### src/rtl/instr_reorder_pkg.sv
// Shared types and classification helpers for the instruction reorder window.
// Holds the scoreboard entry layout and the held-slot record {entry, ctrl-flow flag}.
package instr_reorder_pkg;

  typedef enum logic [2:0] {
    FU_NONE   = 3'd0,
    LOAD      = 3'd1,
    STORE     = 3'd2,
    ALU       = 3'd3,
    CTRL_FLOW = 3'd4,
    MULT      = 3'd5,
    CSR       = 3'd6
  } fu_t;

  typedef struct packed {
    logic       valid;
    logic [7:0] cause;
  } exception_t;

  typedef struct packed {
    logic [31:0] pc;
    fu_t         fu;
    logic [4:0]  rs1;
    logic [4:0]  rs2;
    logic [4:0]  rd;
    exception_t  ex;
  } scoreboard_entry_t;

  typedef struct packed {
    scoreboard_entry_t sbe;
    logic              is_ctrl_flow;
  } held_t;

  function automatic logic is_mem_op(input scoreboard_entry_t e);
    return (e.fu == LOAD) || (e.fu == STORE);
  endfunction

  // Class filter only; register hazards are checked separately per held slot.
  function automatic logic bypass_class_ok(input scoreboard_entry_t e);
    return !is_mem_op(e) && (e.fu != CTRL_FLOW) && (e.fu != CSR) && !e.ex.valid;
  endfunction

endpackage

### src/rtl/instr_reorder_hazard.sv
// Register hazard between one incoming entry and one held entry; purely combinational.
// Exact 5-bit compares, x0 is not exempt; no flow control.
module instr_reorder_hazard (
  input  logic [4:0] in_rs1_i,
  input  logic [4:0] in_rs2_i,
  input  logic [4:0] in_rd_i,
  input  logic [4:0] held_rs1_i,
  input  logic [4:0] held_rs2_i,
  input  logic [4:0] held_rd_i,
  output logic       hazard_o
);

  // RAW on either source, or WAR/WAW on the destination.
  assign hazard_o = (in_rs1_i == held_rd_i)  ||
                    (in_rs2_i == held_rd_i)  ||
                    (in_rd_i  == held_rs1_i) ||
                    (in_rd_i  == held_rs2_i) ||
                    (in_rd_i  == held_rd_i);

endmodule

### src/rtl/instr_reorder_window.sv
// Holds up to DEPTH memory ops in order while the LSU is busy; hazard-free ALU ops bypass.
// Zero-latency combinational output mux; head forced out after MAX_DELAY bypasses; ack_o is the upstream ready.
module instr_reorder_window
  import instr_reorder_pkg::*;
#(
  parameter int unsigned DEPTH     = 4,
  parameter int unsigned MAX_DELAY = 8,
  parameter bit          ENABLE    = 1'b1
) (
  input  logic                       clk_i,
  input  logic                       rst_ni,
  input  logic                       flush_i,
  input  logic                       debug_req_i,
  input  scoreboard_entry_t          issue_entry_i,
  input  logic                       issue_entry_valid_i,
  input  logic                       is_ctrl_flow_i,
  output logic                       issue_instr_ack_o,
  output scoreboard_entry_t          issue_entry_o,
  output logic                       issue_entry_valid_o,
  output logic                       is_ctrl_flow_o,
  input  logic                       issue_instr_ack_i,
  input  logic                       lsu_ready_i,
  output logic [$clog2(DEPTH+1)-1:0] occupancy_o
);

  localparam int unsigned CW = $clog2(DEPTH + 1);
  localparam int unsigned PW = (DEPTH > 1) ? $clog2(DEPTH) : 1;
  localparam int unsigned DW = (MAX_DELAY > 0) ? $clog2(MAX_DELAY + 1) : 1;
  localparam logic [CW-1:0] DEPTH_C     = CW'(DEPTH);
  localparam logic [PW-1:0] LAST_PTR    = PW'(DEPTH - 1);
  localparam logic [DW-1:0] MAX_DELAY_C = DW'(MAX_DELAY);

  held_t            mem_q [DEPTH];
  held_t            mem_d [DEPTH];
  logic [DEPTH-1:0] slot_vld_q, slot_vld_d;
  logic [DEPTH-1:0] hz;
  logic [PW-1:0]    head_q, head_d, tail_q, tail_d;
  logic [CW-1:0]    count_q, count_d;
  logic [DW-1:0]    delay_q, delay_d;

  logic  win_en, flush_now, empty, in_mem, hazard_any, elig, bypass, capture;
  logic  push, pop, can_push;
  held_t head_entry;

  function automatic logic [PW-1:0] ptr_inc(input logic [PW-1:0] p);
    return (p == LAST_PTR) ? '0 : p + PW'(1);
  endfunction

  for (genvar g = 0; g < DEPTH; g++) begin : g_hz
    instr_reorder_hazard u_hz (
      .in_rs1_i   (issue_entry_i.rs1),
      .in_rs2_i   (issue_entry_i.rs2),
      .in_rd_i    (issue_entry_i.rd),
      .held_rs1_i (mem_q[g].sbe.rs1),
      .held_rs2_i (mem_q[g].sbe.rs2),
      .held_rd_i  (mem_q[g].sbe.rd),
      .hazard_o   (hz[g])
    );
  end

  assign win_en     = ENABLE;
  assign flush_now  = win_en && flush_i;
  assign empty      = !win_en || (count_q == '0);
  assign head_entry = mem_q[head_q];
  assign in_mem     = is_mem_op(issue_entry_i);
  assign hazard_any = |(hz & slot_vld_q);
  assign elig       = issue_entry_valid_i && bypass_class_ok(issue_entry_i) && !hazard_any;
  assign bypass     = !empty && elig && !lsu_ready_i && (delay_q < MAX_DELAY_C) && !debug_req_i;
  assign capture    = win_en && in_mem && issue_entry_valid_i && !lsu_ready_i && !debug_req_i;

  always_comb begin
    issue_entry_o       = issue_entry_i;
    is_ctrl_flow_o      = is_ctrl_flow_i;
    issue_entry_valid_o = issue_entry_valid_i;
    issue_instr_ack_o   = issue_instr_ack_i;
    push                = 1'b0;
    pop                 = 1'b0;
    can_push            = 1'b0;
    delay_d             = delay_q;
    if (flush_now) begin
      issue_entry_valid_o = 1'b0;
      issue_instr_ack_o   = 1'b1;
      delay_d             = '0;
    end else if (!empty) begin
      if (bypass) begin
        if (issue_instr_ack_i) begin
          delay_d = (delay_q == MAX_DELAY_C) ? delay_q : delay_q + DW'(1);
        end
      end else begin
        issue_entry_o       = head_entry.sbe;
        is_ctrl_flow_o      = head_entry.is_ctrl_flow;
        issue_entry_valid_o = 1'b1;
        pop                 = issue_instr_ack_i;
        if (pop) begin
          delay_d = '0;
        end
        can_push          = (count_q < DEPTH_C) || ((count_q == DEPTH_C) && pop);
        // While debug is pending the window only drains; nothing new enters.
        push              = in_mem && issue_entry_valid_i && can_push && !debug_req_i;
        issue_instr_ack_o = push;
      end
    end else if (capture) begin
      push                = 1'b1;
      issue_entry_valid_o = 1'b0;
      issue_instr_ack_o   = 1'b1;
    end
  end

  always_comb begin
    head_d     = head_q;
    tail_d     = tail_q;
    count_d    = count_q;
    slot_vld_d = slot_vld_q;
    mem_d      = mem_q;
    if (flush_now) begin
      head_d     = '0;
      tail_d     = '0;
      count_d    = '0;
      slot_vld_d = '0;
    end else begin
      if (pop) begin
        slot_vld_d[head_q] = 1'b0;
        head_d             = ptr_inc(head_q);
      end
      // Applied after the pop so a full window's shared head/tail slot stays valid.
      if (push) begin
        mem_d[tail_q]      = '{sbe: issue_entry_i, is_ctrl_flow: is_ctrl_flow_i};
        slot_vld_d[tail_q] = 1'b1;
        tail_d             = ptr_inc(tail_q);
      end
      count_d = count_q + CW'(push) - CW'(pop);
    end
  end

  always_ff @(posedge clk_i or negedge rst_ni) begin
    if (!rst_ni) begin
      head_q     <= '0;
      tail_q     <= '0;
      count_q    <= '0;
      delay_q    <= '0;
      slot_vld_q <= '0;
    end else begin
      head_q     <= head_d;
      tail_q     <= tail_d;
      count_q    <= count_d;
      delay_q    <= delay_d;
      slot_vld_q <= slot_vld_d;
    end
  end

  always_ff @(posedge clk_i) begin
    mem_q <= mem_d;
  end

  assign occupancy_o = count_q;

endmodule
### config.mk
export PLATFORM = sky130hd
export DESIGN_NAME = instr_reorder_window
export DESIGN_NICKNAME = d
export VERILOG_FILES = /design/src/rtl/instr_reorder_pkg.sv /design/src/rtl/instr_reorder_hazard.sv /design/src/rtl/instr_reorder_window.sv
export SDC_FILE = /design/constraint.sdc
export NUM_CORES = 1
export LEC_CHECK = 0
export ABC_CLOCK_PERIOD_IN_PS = 3100
export BUFFER_PORTS_ARGS = -buffer_cell sky130_fd_sc_hd__buf_2
export CAP_MARGIN = 15
export CORE_MARGIN = 2
export CORE_UTILIZATION = 26
export CTS_CLUSTER_DIAMETER = 50
export DETAILED_ROUTE_END_ITERATION = 8
export PLACE_DENSITY = 0.48
export SLEW_MARGIN = 0
export SYNTH_ARGS = -nofsm -noshare
export SYNTH_HDL_FRONTEND = slang
export SYNTH_SLANG_ARGS = --single-unit
### constraint.sdc
create_clock -name clk_i -period 3.1 [get_ports clk_i]
set_input_delay 0.62 -clock clk_i [delete_from_list [all_inputs] [get_ports clk_i]]
set_output_delay 0.62 -clock clk_i [all_outputs]
set_load 0.005 [all_outputs]
## After elaboration in Yosys (flattened, before gate mapping)

Cells that the tools add are included.
Widths: inputs -> output; s select.

- Flip-flop bits (word level): 255
- Bits in latches: 0
- RAM bits: 0
- ROM bits: 0
- Bits of input ports: 67
- Output and inout port bits: 65
- Logic and storage cells: 185
- Memories: 0

- Add/sub/neg operators: 5
- Multiply operators: 0
- Divide/modulo/power cells: 0
- Magnitude comparators: 9
- Eq/ne operators: 30
- Shift operators: 0
- Multiplexer cells: 48
- Bitwise gates (word level): 7
- Reductions and logical operators: 49

Operators with widths:

| operator | count |
|---|---|
| $bwmux 240 | 1 |
| $mux 60 | 3 |
| $mux 59 | 3 |
| $bmux 60 s2 | 1 |
| $demux 60 s2 | 1 |
| $eq 5x5->1 | 20 |
| $mux 4 | 10 |
| $mux 1 | 20 |
| $logic_and 1x1->1 | 18 |
| $logic_or 1x1->1 | 18 |
| $mux 2 | 6 |
| $ne 3x3->1 const B | 3 |
| $and 4x4->4 | 2 |
| $ge 3x3->1 const B | 2 |
| $logic_not 1->1 | 6 |
| $lt 2x3->1 const B | 2 |
| $not 2->3 | 2 |
| $reduce_bool 2->1 | 3 |
| $add 2x1->2 const B | 2 |
| $add 4x1->4 const B | 1 |
| $demux 1 s2 | 2 |
| $eq 2x2->1 const B | 2 |
| $eq 4x4->1 const B | 1 |
| $ge 2x1->1 const B | 2 |
| 17 further kinds | 17 |

## Longest topological paths before layout

Gate-level depths: netlist of the first run.

- Depth in word-level cells: 21
- Depth in mapped cells: 18
- Gate-level depth less buffers: 15

## Modules after synthesis

A second synthesis of the first run with hierarchy kept.

- Cell total of the unflattened synthesis: 637
- Area, all modules: 11792.6 um^2

By module, submodules not included:

| module | times used | cells an instance | area each (um^2) | seq. area each (um^2) |
|---|---|---|---|---|
| instr_reorder_window | 1 | 489 | 10671.5 | 7582.3 |
| instr_reorder_hazard | 4 | 37 | 280.3 | 0.0 |

## Worst setup path after synthesis of the first run

OpenSTA, ideal clock, no wires.

- Kind: in2reg
- Start point: input port issue_entry_i[13] (netlist bit)
- End point: register count_q[2], in the netlist occupancy_o[2]
- Library setup time: 0.132 ns
- Arrival time: 3.467 ns
- Required time: 2.968 ns
- Setup slack: -0.498 ns
- Cell stages on the path: 18
- Buffers on the path: 3
- Cell sequence: buf_4 -> buf_8 -> xnor2_1 -> nand3_1 -> o22ai_1 -> o41ai_1 -> nand3_1 -> o211ai_2 -> buf_6 -> nor2_1 -> ha_1 -> inv_1 -> ha_1 -> inv_1 -> fa_1 -> xor2_1 -> xnor2_1 -> nor2_1

- Word-level cells in the longest chain between the ends: 18
- Elaborated cells on any way between the ends: 41
- Classes of those cells: add/sub: 2; eq/ne: 12; mux: 7; bitwise: 1; reduce/logical: 19

Ends and longest elaborated chain:

| item | line | source |
|---|---|---|
| start: declaration | instr_reorder_window.sv:14 | `input scoreboard_entry_t issue_entry_i,` |
| $eq 5x5->1 | instr_reorder_hazard.sv:16 | `(in_rd_i == held_rs1_i) \|\|` |
| $logic_or 1x1->1 | instr_reorder_hazard.sv:15 | `(in_rs2_i == held_rd_i) \|\|` |
| $logic_or 1x1->1 | instr_reorder_hazard.sv:16 |  |
| $logic_or 1x1->1 | instr_reorder_hazard.sv:17 | `(in_rd_i == held_rs2_i) \|\|` |
| $and 4x4->4 (*) | instr_reorder_window.sv:66 | `assign hazard_any = \|(hz & slot_vld_q);` |
| $reduce_or 4->1 (*) | instr_reorder_window.sv:66 |  |
| $logic_not 1->1 (*) | instr_reorder_window.sv:67 | `assign elig = issue_entry_valid_i && bypass_class_ok(issue_entry_i) && !hazard_any;` |
| $logic_and 1x1->1 (*) | instr_reorder_window.sv:67 |  |
| $logic_and 1x1->1 (*) (4 in a row) | instr_reorder_window.sv:68 | `assign bypass = !empty && elig && !lsu_ready_i && (delay_q < MAX_DELAY_C) && !debug_req_i;` |
| $mux 1 | instr_reorder_window.sv:85 | `if (bypass) begin` |
| $mux 1 | instr_reorder_window.sv:84 | `end else if (!empty) begin` |
| $mux 1 | instr_reorder_window.sv:80 | `if (flush_now) begin` |
| $add 3x1->3 | instr_reorder_window.sv:131 | `count_d = count_q + CW'(push) - CW'(pop);` |
| $sub 3x1->3 (*) | instr_reorder_window.sv:131 |  |
| $mux 3 (*) | instr_reorder_window.sv:115 | `if (flush_now) begin` |
| named net count_d[2] | instr_reorder_window.sv:38 | `logic [CW-1:0] count_q, count_d;` |
| end signal: assignment | instr_reorder_window.sv:145 | `count_q <= count_d;` |
| end: declaration | instr_reorder_window.sv:38 |  |

The timed path passes the listed nets; every way through them passes the cells marked *.
A chain may end at the register's enable or synchronous reset.

## Worst setup path after layout of the first run

- Start point: input port issue_entry_i[10] (netlist bit)
- End point: output port is_ctrl_flow_o

- Word-level cells in the longest chain between the ends: 15
- Elaborated cells on any way between the ends: 35
- Classes of those cells: eq/ne: 12; mux: 3; bitwise: 1; reduce/logical: 19

Ends and longest elaborated chain:

| item | line | source |
|---|---|---|
| $eq 5x5->1 | instr_reorder_hazard.sv:16 |  |
| $logic_or 1x1->1 | instr_reorder_hazard.sv:15 |  |
| $logic_or 1x1->1 | instr_reorder_hazard.sv:16 |  |
| $logic_or 1x1->1 | instr_reorder_hazard.sv:17 |  |
| $and 4x4->4 (*) | instr_reorder_window.sv:66 |  |
| $reduce_or 4->1 (*) | instr_reorder_window.sv:66 |  |
| $logic_not 1->1 (*) | instr_reorder_window.sv:67 |  |
| $logic_and 1x1->1 (*) | instr_reorder_window.sv:67 |  |
| $logic_and 1x1->1 (*) (4 in a row) | instr_reorder_window.sv:68 |  |
| $mux 1 (*) | instr_reorder_window.sv:85 |  |
| $mux 1 (*) | instr_reorder_window.sv:84 |  |
| $mux 1 (*) | instr_reorder_window.sv:80 |  |
| end: declaration | instr_reorder_window.sv:20 | `output logic is_ctrl_flow_o,` |

Every way passes the cells marked *; elsewhere a longest branch is shown, timed or not.

==> results of run 1 <==
[cell families after synthesis]
group / after synthesis / synth area share
xor+xnor: 105 / 0.07854
buf+inv: 59 / 0.03216
compound gates: 30 / 0.01966
fa+ha+maj: 13 / 0.01453
simple gates: 75 / 0.03174
mux: 123 / 0.1758
flops: 255 / 0.6476
[cells in the mapped netlist]
| library cell | n |
|---|---|
| o21a_1 | 1 |
| nor2_1 | 11 |
| buf_12 | 1 |
| o21ai_0 | 2 |
| inv_1 | 13 |
| clkbuf_2 | 5 |
| xnor2_1 | 72 |
| o311ai_0 | 1 |
| o2111ai_1 | 4 |
| a211oi_1 | 1 |
| o22ai_1 | 3 |
| clkbuf_1 | 15 |
| o211a_1 | 1 |
| ha_1 | 12 |
| o211ai_2 | 1 |
| or4b_2 | 1 |
| a211o_1 | 1 |
| edfxtp_1 | 240 |
| nor4_1 | 2 |
| a21oi_1 | 5 |
| xor2_1 | 33 |
| buf_4 | 3 |
| mux2i_1 | 2 |
| dfrtp_1 | 15 |
| mux4_2 | 60 |
| buf_2 | 7 |
| or3_1 | 1 |
| and2_1 | 1 |
| buf_6 | 9 |
| nand2_1 | 12 |
| nand3_1 | 24 |
| nor3_1 | 14 |
| buf_8 | 4 |
| nor2b_1 | 1 |
| a31o_2 | 5 |
| fa_1 | 1 |
| a2bb2oi_1 | 1 |
| or4_1 | 3 |
| buf_1 | 2 |
| o21bai_1 | 1 |
| o41ai_1 | 3 |
| and3_1 | 5 |
| mux2_2 | 61 |
[cells in the final DEF (no fill, tap or decap), types with 2 or more instances in the layout]
master / n
a31o_2: 5
buf_6: 48
nand2_1: 12
nand3_1: 22
mux4_2: 60
edfxtp_1: 240
inv_1: 13
clkinvlp_4: 4
clkinv_4: 3
mux2_2: 11
ha_1: 12
mux2_4: 50
buf_12: 20
xnor2_1: 72
buf_16: 2
mux2i_1: 2
o22ai_1: 2
and3_4: 4
a21oi_1: 4
nor2_1: 9
nor4_1: 2
or4_1: 3
dfrtp_1: 13
bufinv_16: 3
o41ai_2: 3
xor2_1: 33
buf_2: 88
inv_6: 4
nand3_2: 2
clkinv_1: 11
nor3_2: 4
nor3_1: 10
clkbuf_16: 40
o2111ai_1: 4
buf_4: 60
[worst min-delay path by stage]
stage	start	end	slack [ns]	cells after the start
after floorplan	rst_ni	delay_q[0]	0.32	0
after global placement	slot_vld_q[3]	slot_vld_q[3]	0.51	1
after detailed placement	slot_vld_q[3]	slot_vld_q[3]	0.51	1
after CTS	issue_entry_i[41]	mem_q[162]	0.27	1
after global routing	issue_entry_i[51]	mem_q[172]	0.29	1
final	issue_entry_i[41]	mem_q[222]	0.31	1
[where the power goes]
part	switching, W	total, W	leakage (nW)	internal [W]
clock network	0.00156	0.00411	0.582	0.00255
registers	0.0000194	0.00382	2.36	0.00380
logic	0.00102	0.00247	2.63	0.00145
[worst max-delay path, cell delays in order]
cell	delay, ns
buf_2	0.12
buf_12	0.15
buf_4	0.16
xnor2_1	0.14
nand2_1	0.09
o22ai_2	0.10
o41ai_2	0.41
nand3_2	0.19
o211ai_4	0.22
buf_12	0.15
buf_12	0.16
clkbuf_16	0.17
mux2_4	0.30
buf_6	0.12
[through the flow]
step           area, sq um    util  total power, W
5_1_grt              15570  0.3513         0.01084
6_report             15570  0.3513         0.01040
3_3_place_gp         13750  0.3102        0.005986
3_5_place_dp         13750  0.3102        0.005978
2_1_floorplan        11920       -        0.005219
4_1_cts              15510  0.3500         0.01059
[layout make-up]
cell class | count | share of cell area
clock buffers | 40 | 0.06292
clock inverters | 27 | 0.01535
inverters | 13 | 0.003134
multi-input cells | 346 | 0.2603
flip-flops and latches | 255 | 0.4873
well taps | 592 | 0.04757
repair buffers | 220 | 0.1234
[registers in the layout, summed over array words and instances, names as in the netlist]
register and count:
occupancy_o 3, head_q 2, tail_q 2, slot_vld_q 4
mem_q 240, delay_q 4
[layer usage]
layer	share of wire	global-route usage
met1	0.43	0.1595
met2	0.50	0.2263
met3	0.045	0.03102
met4	0.022	0.04361
met5	0.0017	0
[repair_timing]
item	4_1_cts	5_1_grt
gates cloned	3	1
gates resized for setup	64	8
setup buffers	11	2
hold buffers	1	0
pin swaps	16	5
hold endpoints to repair	13	0
setup endpoints to repair	64	64
==> reports/results.tsv, run 1 <==
metric	value	unit
Mean Syn Cell Area	17.74	sq um
fraction of layout cells with a size suffix above 1	0.4695	
Syn Inst Count	660	
fin crit period	3.718	ns
final WL	30.36	mm
critical path capture point type	output port	
RSZ-0062 raised after global routing	true	
Worst-path clk slew	0.06	ns
Worst Clk Skew	0.01406	ns
largest net degree at the start of global routing	39	
IO Port Bufs	131	
Reg area	7587	sq um
vias per inst	4.393	
Hold Fails Final Rpt	0	
ant diodes	0	
Tightest Hold Check Type	input port to register	
first-pass GRT wire length	45.02	mm
Pwr Density	667.9	nW/um^2
period utilization	1.200	
Synth Net Count	740	
DRT Pass-1 Iters	4	
die width	216.2	um
critical path launch point type	input port	
wire length per cell	20.33	um
remaining global-route overflow	0	
register area share after synthesis	0.6476	
crit path launch	issue_entry_i[10]	
clk root buf	clkbuf_16	
final setup vio count	64	
DIE AREA	46750	sq um
crit-path max FO	13	
H-tree Lvls	2	
row count	77	
Vias	6559	
final worst setup slack	-0.6185	ns
GRT Resource Usage Total	0.1305	
largest cells by area after synthesis	edfxtp_1 62%, mux4_2 12%, mux2_2 5.9%	
final-stage net count	953	
initial core utilization	0.2642	
Finished Layout Cells	1493	
r2r worst-path depth	17	
vias in the first global route	7094	
outcome	complete, but fails checks	
Clock Latency Late Sink	0.53	ns
Placed Instances	1409	
Multi-input gate area	4053	sq um
leading area contributor after synthesis	edfxtp_1	
Max Slew Vio Count	0	
CTS Buffer Depth	3	
Fillers	4311	
Fmax	268.9	MHz
GPL Wtd Cong	0.8015	
failing checks	negative setup slack	
initial antenna violation count	4	
total CTS buffers	37	
reg2reg end	occupancy_o[2]	
setup slack after placement	-0.7004	ns
die height	216.2	um
Max-Cap Viols	0	
maximum VDD drop	0.0003857	V
Worst Path Arrival	3.10	ns
Remaining DRCs	0	
Slew @ Worst Pin	0.5471	ns
clock tree sinks	255	
Syn-to-layout area delta	32.98	%
Detail Route Antenna Nets	0	
Synth Cell Area	11710	sq um
leakage	5.575	nW
final hold slack	0.3135	ns
end of the critical path	is_ctrl_flow_o	
Ys Warns	0	
DP HPWL	18.90	mm
Setup TNS	-34.58	ns
initial drt markers	248	
R2R Path Start	mem_q[71]	
Distinct cells, synth	43	
Max-slew headroom	0.6353	
reg-to-reg setup timing slack	-0.17	ns
I/O pins	132	
CTS tree	built	
CP Data Required Time	2.48	ns
Crit Path Category	input port to output port	
#FFs+latches synth	255	
post-synth top area share	0.6155	
area of the core	44320	sq um
Note: power is estimated with default switching activity, not from simulation.
==> run 2, diff against run 1 <==
Settings changed: BUFFER_PORTS_ARGS -buffer_cell sky130_fd_sc_hd__buf_2 to -buffer_cell sky130_fd_sc_hd__buf_4.
==> run 2 against run 1 <==
  * Count of clock-buffer cells in the layout increased by 2
  * Register-to-register slack got worse by 0.02 ns
  * Critical endpoint is now issue_entry_o[24]
  * Setup slack got worse by 0.0068 ns
  * The run still ends with negative setup slack left
  * Clock power decreased by 9.2%
  * Flip-flop and latch count unchanged
  * Combinational power increased by 4%
  * Final area increased by 1.3%
  * Core utilization increased by 0.47 points
  * Largest cell class unchanged
  * First-iteration DRC count increased by 52%
  * Clock skew increased by 0.0034 ns
  * Power decreased by 2.7%
  * Wire length increased by 3.8%
==> reports/results.tsv, run 2 (synthesis gave the netlist of run 1 again) <==
metric	value	unit
most frequent cells in the layout	240 x edfxtp_1, 142 x buf_4, 70 x xnor2_1	
maximum VDD drop	0.0004198	V
register share of total power	0.378	
clk root buf	clkbuf_16	
Regs by FF count	mem_q: 240 flops, delay_q: 4 flops, slot_vld_q: 4 flops	
Syn-to-layout area delta	34.76	%
die height	216.2	um
ant diodes	0	
Hold Fails Final Rpt	0	
Net Sw Power	0.002623	W
initial core utilization	0.2642	
wire length per cell	21.13	um
met2 GRT Util	0.2151	
Internal	0.007501	W
commonest non-fill, non-tap cell in the layout	edfxtp_1	
r2r worst-path depth	17	
busiest grt layer	met2	
Max Slew Vio Count	0	
Worst Path Arrival	3.11	ns
Max-slew headroom	0.7134	
Fillers	4229	
GPL Wtd Cong	0.8751	
clock tree sinks	255	
leakage	5.689	nW
initial drt markers	378	
final setup vio count	64	
initial antenna violation count	3	
final worst setup slack	-0.6253	ns
I/O pins	132	
vias per inst	4.476	
total CTS buffers	35	
Vias	6674	
met3 usage	0.03663	
period utilization	1.202	
CTS tree	built	
row count	77	
critical path launch point type	register	
critical path capture point type	output port	
remaining global-route overflow	0	
DRT Pass-1 Iters	4	
first-pass GRT wire length	45.91	mm
final hold slack	0.3010	ns
H-tree Lvls	2	
max reg flops	240	
Remaining DRCs	0	
DIE AREA	46750	sq um
Detail Route Antenna Nets	0	
Slew @ Worst Pin	0.4299	ns
failing checks	negative setup slack	
Worst Clk Skew	0.01744	ns
RSZ-0062 raised after global routing	true	
met1 usage	0.1712	
Clock Latency Late Sink	0.53	ns
Worst-path clk slew	0.06	ns
Pwr Density	641.6	nW/um^2
final WL	31.51	mm
CP Data Required Time	2.48	ns
fraction of layout cells with a size suffix above 1	0.4727	
crit-path max FO	7	
combinational share of power	0.253	
GRT Resource Usage Total	0.1314	
DP HPWL	20.05	mm
IO Port Bufs	131	
fin crit period	3.725	ns
CTS Buffer Depth	3	
Top reg by flops	mem_q	
Fmax	268.4	MHz
die width	216.2	um
largest net degree at the start of global routing	45	
final-stage net count	953	
Core Util, Final	0.3560	
switching share of power	0.2591	
Max-Cap Viols	0	
Crit Path Category	register to output port	
area of the core	44320	sq um
Clock power frac	0.369	
outcome	complete, but fails checks	
Tightest Hold Check Type	input port to register	
hold-critical path depth	1	
vias in the first global route	7183	
[run 2: layout make-up]
type / count / area (sq um) / area share
flip-flops and latches: 255 / 7590 / 0.4810
multi-input cells: 346 / 4138 / 0.2622
repair buffers: 222 / 2191 / 0.1388
clock buffers: 42 / 902.1 / 0.05717
well taps: 592 / 740.7 / 0.04694
clock inverters: 21 / 168.9 / 0.01070
inverters: 13 / 48.80 / 0.003093
[run 2: metrics by stage]
step                power [W]  std cells  TNS, ns  setup slack (ns)  area [sq um]
floorplan            0.005219        660   -1.573           -0.3779         11920
global placement     0.006060       1403   -31.28           -0.5425         14000
detailed placement   0.006060       1403   -30.27           -0.5498         14000
CTS                   0.01017       1486   -35.39           -0.6326         15570
global route          0.01057       1491   -45.48           -0.7577         15780
finish                0.01012       1491   -36.81           -0.6253         15780
[run 2: path summary, 6_finish.rpt]
| path | startpoint | to | slack [ns] |
|---|---|---|---|
| setup / recovery | mem_q[74] | issue_entry_o[24] | -0.63 |
| hold / removal | issue_entry_i[41] | mem_q[222] | 0.30 |
| setup reg to reg | mem_q[74] | occupancy_o[2] | -0.19 |
| hold reg to reg | slot_vld_q[3] | slot_vld_q[3] | 0.52 |
| max in group asynchronous | rst_ni | head_q[0] | 2.36 |
| min in group asynchronous | rst_ni | occupancy_o[2] | 0.51 |
[run 2: worst max-delay path: stages, from the launching register on]
cell       delay (ns)
edfxtp_1         0.42
buf_6            0.16
xnor2_2          0.13
nand3_2          0.09
o22ai_2          0.08
o41ai_2          0.39
nand3_2          0.19
o211ai_4         0.30
buf_12           0.21
clkbuf_16        0.18
mux2_4           0.30
buf_6            0.12
[run 2: per-layer routing]
layer,share of wire,wire length [um]
met1,0.43,13700
met2,0.49,15300
met3,0.060,1881
met4,0.019,589
met5,0.0012,37
[run 2: power groups by stage]
stage	Clock [W]	Combinational (W)	Sequential, W
after floorplan	0	0.00133	0.00389
after global placement	0	0.00216	0.00390
after detailed placement	0	0.00216	0.00390
after CTS	0.00386	0.00249	0.00383
after global routing	0.00399	0.00275	0.00383
final	0.00373	0.00256	0.00383
[run 2: repair_timing]
item / CTS / global route
hold buffers: 1 / 0
resized for setup: 72 / 31
pin swaps: 10 / 6
gates cloned: 2 / 4
buffers inserted: 17 / 3
setup endpoints to repair: 63 / 64
endpoints found under the hold margin: 15 / 0
